### src/rtl/dmem_arb_pkg.sv
// Shared types for the data-memory arbiter: FSM states, requester ids and
// the width of the read-latency counter.
package dmem_arb_pkg;

  typedef enum logic [1:0] {IDLE, ISSUE, WAIT, RESP} state_e;
  typedef enum logic {REQ_CPU, REQ_IO} requester_e;

  // Counter sized for the largest legal BRAM read latency (3).
  localparam int READ_LAT_MAX = 3;
  localparam int LAT_W        = $clog2(READ_LAT_MAX + 1);

endpackage

### src/rtl/dmem_arbiter_rr_arb2.sv
// Two-way round-robin arbiter. Bit 0 is the CPU, bit 1 is the IO loader.
// On a tie the requester that was not granted last wins.
module rr_arb2 (
  input  logic       clk,
  input  logic       rstn,
  input  logic [1:0] req,
  input  logic       update,
  output logic [1:0] gnt_onehot
);

  // Starts as "IO granted last" so the CPU wins the first tie.
  logic last_io;

  always_ff @(posedge clk) begin
    if (!rstn) begin
      last_io <= 1'b1;
    end else if (update && (gnt_onehot != 2'b00)) begin
      last_io <= gnt_onehot[1];
    end
  end

  always_comb begin
    gnt_onehot = 2'b00;
    if (req == 2'b11) begin
      gnt_onehot = last_io ? 2'b01 : 2'b10;
    end else begin
      gnt_onehot = req;
    end
  end

endmodule

### src/rtl/dmem_arbiter.sv
// Shares the single-port data BRAM between the CPU load/store path and the
// UART loader. One access in flight; read latency hidden behind gnt/rvalid.
//
// Handshake: a requester holds req (with we/addr/wdata stable) until it sees
// a one-cycle gnt; a read then returns a one-cycle rvalid with rdata.
module dmem_arbiter
  import dmem_arb_pkg::*;
#(
  parameter int BRAM_SIZE = 18,
  parameter int READ_LAT  = 2
) (
  input  logic                 clk,
  input  logic                 rstn,
  input  logic                 cpu_req,
  input  logic                 cpu_we,
  input  logic [31:0]          cpu_addr,
  input  logic [31:0]          cpu_wdata,
  output logic                 cpu_gnt,
  output logic                 cpu_rvalid,
  output logic [31:0]          cpu_rdata,
  input  logic                 io_req,
  input  logic                 io_we,
  input  logic [31:0]          io_addr,
  input  logic [31:0]          io_wdata,
  output logic                 io_gnt,
  output logic                 io_rvalid,
  output logic [31:0]          io_rdata,
  output logic [BRAM_SIZE-1:0] bram_addr,
  output logic [31:0]          bram_din,
  output logic                 bram_we,
  input  logic [31:0]          bram_dout,
  output logic                 busy,
  output logic [1:0]           dbg_state
);

  state_e               state, next_state;
  requester_e           win_q;
  logic                 lat_we;
  logic [BRAM_SIZE-1:0] lat_addr;
  logic [31:0]          lat_din;
  logic [LAT_W-1:0]     lat_cnt;
  logic [1:0]           arb_gnt;
  logic                 any_req;
  logic                 pick_io;
  logic                 capture;
  logic [31:0]          sel_addr;

  // Byte-offset bits and anything above the BRAM depth are deliberately dropped.
  logic unused_addr_bits;
  assign unused_addr_bits = ^{cpu_addr[1:0], cpu_addr[31:BRAM_SIZE+2],
                              io_addr[1:0], io_addr[31:BRAM_SIZE+2]};

  assign any_req  = cpu_req | io_req;
  assign pick_io  = arb_gnt[1];
  assign sel_addr = pick_io ? io_addr : cpu_addr;

  rr_arb2 u_rr_arb2 (
    .clk        (clk),
    .rstn       (rstn),
    .req        ({io_req, cpu_req}),
    .update     ((state == IDLE) && any_req),
    .gnt_onehot (arb_gnt)
  );

  // Read data is taken on the last cycle before RESP; with READ_LAT=1 that is ISSUE.
  always_comb begin
    capture = 1'b0;
    if (state == ISSUE && !lat_we && READ_LAT == 1) capture = 1'b1;
    if (state == WAIT && lat_cnt == LAT_W'(1))      capture = 1'b1;
  end

  always_ff @(posedge clk) begin
    if (!rstn) begin
      state     <= IDLE;
      win_q     <= REQ_CPU;
      lat_we    <= 1'b0;
      lat_addr  <= '0;
      lat_din   <= '0;
      lat_cnt   <= '0;
      cpu_rdata <= '0;
      io_rdata  <= '0;
    end else begin
      state <= next_state;
      if (state == IDLE && any_req) begin
        win_q    <= pick_io ? REQ_IO : REQ_CPU;
        lat_we   <= pick_io ? io_we : cpu_we;
        lat_addr <= sel_addr[BRAM_SIZE+1:2];
        lat_din  <= pick_io ? io_wdata : cpu_wdata;
      end
      if (state == ISSUE) begin
        lat_cnt <= LAT_W'(READ_LAT - 1);
      end else if (state == WAIT) begin
        lat_cnt <= lat_cnt - LAT_W'(1);
      end
      if (capture) begin
        if (win_q == REQ_IO) io_rdata  <= bram_dout;
        else                 cpu_rdata <= bram_dout;
      end
    end
  end

  always_comb begin
    next_state = state;
    case (state)
      IDLE:  if (any_req) next_state = ISSUE;
      ISSUE: begin
        if (lat_we)             next_state = IDLE;
        else if (READ_LAT == 1) next_state = RESP;
        else                    next_state = WAIT;
      end
      WAIT:  if (lat_cnt == LAT_W'(1)) next_state = RESP;
      RESP:  next_state = IDLE;
      default: next_state = IDLE;
    endcase
  end

  always_comb begin
    busy       = (state != IDLE);
    bram_addr  = lat_addr;
    bram_din   = lat_din;
    bram_we    = (state == ISSUE) && lat_we;
    cpu_gnt    = (state == ISSUE) && (win_q == REQ_CPU);
    io_gnt     = (state == ISSUE) && (win_q == REQ_IO);
    cpu_rvalid = (state == RESP)  && (win_q == REQ_CPU);
    io_rvalid  = (state == RESP)  && (win_q == REQ_IO);
    dbg_state  = state;
  end

endmodule

### config.mk
export PLATFORM = sky130hd
export DESIGN_NAME = dmem_arbiter
export DESIGN_NICKNAME = d
export VERILOG_FILES = /design/src/rtl/dmem_arb_pkg.sv /design/src/rtl/dmem_arbiter_rr_arb2.sv /design/src/rtl/dmem_arbiter.sv
export SDC_FILE = /design/constraint.sdc
export NUM_CORES = 1
export LEC_CHECK = 0
export ABC_AREA = 0
export CAP_MARGIN = 5
export CORE_ASPECT_RATIO = 0.8
export CORE_MARGIN = 1
export CORE_UTILIZATION = 42
export CTS_CLUSTER_DIAMETER = 200
export CTS_CLUSTER_SIZE = 40
export DETAILED_ROUTE_END_ITERATION = 6
export PLACE_DENSITY = 0.83
export SLEW_MARGIN = 30
export SYNTH_ARGS = -nofsm -noshare
export SYNTH_HDL_FRONTEND = slang
export SYNTH_HIERARCHICAL = 1
export SYNTH_SLANG_ARGS = --single-unit
### constraint.sdc
create_clock -name clk -period 2.65 [get_ports clk]
set_input_delay 0.53 -clock clk [delete_from_list [all_inputs] [get_ports clk]]
set_output_delay 0.53 -clock clk [all_outputs]
set_load 0.02 [all_outputs]
==> impl_results.md <==
- Final hold viol count: 0
- CTS tree: done
- Total setup buffers inserted after CTS: 0
- Clock slew at reported path FFs: 0.06 ns
- Die area: 0.0128 sq mm
- Core Box Area: 0.0118 sq mm
- Share of post-route cells with drive strength above 1: 5.59%
- Global-route wire length before repair: 23700 um
- Critical path class: register to output pin
- Syn. warnings: 6
- Fin Clk Skew: 0.00794 ns
- Final Util: 71.5%
- Final worst path period share: 93.4%
- Max VDD drop: 0.421 mV
- Detailed Place HPWL: 10600 um
- CTS Root Cell: clkbuf_16
- Critical Path AT: 1.95 ns
- Fin. max-slew vios: 0
- WL final: 15200 um
- DR vias: 4790
- Drt first pass iters: 6
- TritonCTS Buffers: 17
- CP peak stage delay: 0.61 ns
- Leak pwr: 3.54 nW
- Port buffer count: 259
- Fin crit period: 2.48 ns
- Critical Path Source Type: register
- Worst hold stages: 2
- Vias in the first global route: 4835
- Syn Std Cell Area: 0.00518 sq mm
- Inserted Diodes: 0
- Final setup fails: 0
- Max Fclk: 404 MHz
- DRC: 0
- Most used cell, CP: inv_1
- Accumulated negative setup slack: 0 ns
- Cts repair resizes: 0
- Placement Setup Slack: 0.341 ns
- Initial antenna violation count: 0
- Num rows: 35
- Via/cell ratio: 5.03
- Worst slew pin tran: 0.595 ns
- Syn_nets: 721
- Placer Congestion: 0.770
- Critical Path Fanout Max: 5
- Die height: 101 um
- Worst hold path class: register to register
- Pwr/cell area: 688 mW/mm^2
- Total grt overflow: 0
- Syn-to-layout area delta: 62.5%
- RSZ-0062 raised after global routing: no
- Crit end category: output pin
- Outcome: finished clean
- Post-DRT Antenna Nets: 0
- H-Tree Depth: 4
- Drt wl/cell: 15.9 um
- Nets: 963
- Cells after Synth: 550
- Clock sinks: 121
- Worst path required time: 2.12 ns
- Final WS setup: 0.175 ns
- Crit-path cells: inv_1, ha_1, inv_1, clkdlybuf4s50_1
- Max Cap Viol: 0
- Die width: 126 um
- Synthesized area per cell: 9.43 sq um
- Initial core utilization: 44.0%
- Clk buf depth: 2
- Post-CTS Hold Fix Bufs: 0
- Crit-path slowest cell: clkdlybuf4s50_1
- Iteration-0 DRC Markers: 283
- Worst relative slew slack: 60.3%
- Largest net degree at the start of global routing: 63
- Clk_lat worst skew: 0.40 ns
- R2R cell count: 6
- Total GRT Usage: 23.6%
- Ports: 288
[critical path, delay by kind of cell, from the launching register on]
| kind | cells | cell delay (ns) |
|---|---|---|
| buffers and inverters | 3 | 0.83 |
| DFF | 1 | 0.42 |
| adders and majority gates | 1 | 0.30 |
[state kept, by name, summed over array words and instances, names as in the netlist, named ones only]
register,flops
lat_cnt,2
io_rdata,32
dbg_state,1
u_rr_arb2/last_io,1
bram_addr,18
bram_din,32
win_q,1
cpu_rdata,32
lat_we,1
[report_power, final]
part           switching, mW  total, mW  internal, mW
Combinational          0.552       1.18         0.624
Clock                  0.873       2.58          1.71
Sequential            0.0832       2.05          1.96
[worst paths after layout]
check	from	to	slack [ns]
worst min register to register	io_rdata[10]	io_rdata[10]	0.45
worst max register to register	dbg_state[0]	bram_addr[14]	0.83
worst max-delay path	dbg_state[0]	busy	0.17
worst min-delay path	io_rdata[10]	io_rdata[10]	0.45
[metrics by stage]
step                      cell area [sq um]  cells  total power [mW]  hold slack (ns)
after floorplan                        5180    550              2.71            0.438
after global placement                 7770    921              3.23            0.440
final                                  8430    953              5.80            0.452
after global routing                   8430    953              6.02            0.474
after CTS                              8430    953              5.84            0.453
after detailed placement               7770    921              3.26            0.445
[cell usage in the layout (no fill, tap or decap), drive strengths merged]
cell           count
nand3              1
nor2               2
clkinv             5
dfxtp            121
o211a             51
clkinvlp           2
nor2b              2
mux2i             53
nand2            181
a21boi            65
o221a              1
a31oi              1
and2b              1
o21ai              3
clkbuf            19
nand3b             2
o21a               1
ha                 5
and2               3
and3               3
inv                6
clkdlybuf4s50    258
a211oi             1
bufinv             5
and3b              1
a21oi              2
buf               10
[layout make-up]
| class | count | area [sq um] |
|---|---|---|
| multi-input cells | 379 | 2440 |
| inverters | 5 | 18.8 |
| well taps | 148 | 185 |
| flip-flops and latches | 121 | 2420 |
| clock inverters | 13 | 218 |
| repair buffers | 268 | 2700 |
| fillers | 827 | 3350 |
| clock buffers | 19 | 443 |
[layer usage]
metal / global-route usage, % / vias to the layer above / part of all wire (%)
met5: 0 / - / 0
met4: 9.08 / 0 / 1.6
met3: 8.93 / 20 / 8.5
met2: 43.0 / 197 / 49
met1: 25.1 / 2227 / 41
li1: - / 2346 / -
Power figures use the tool's default switching activity.
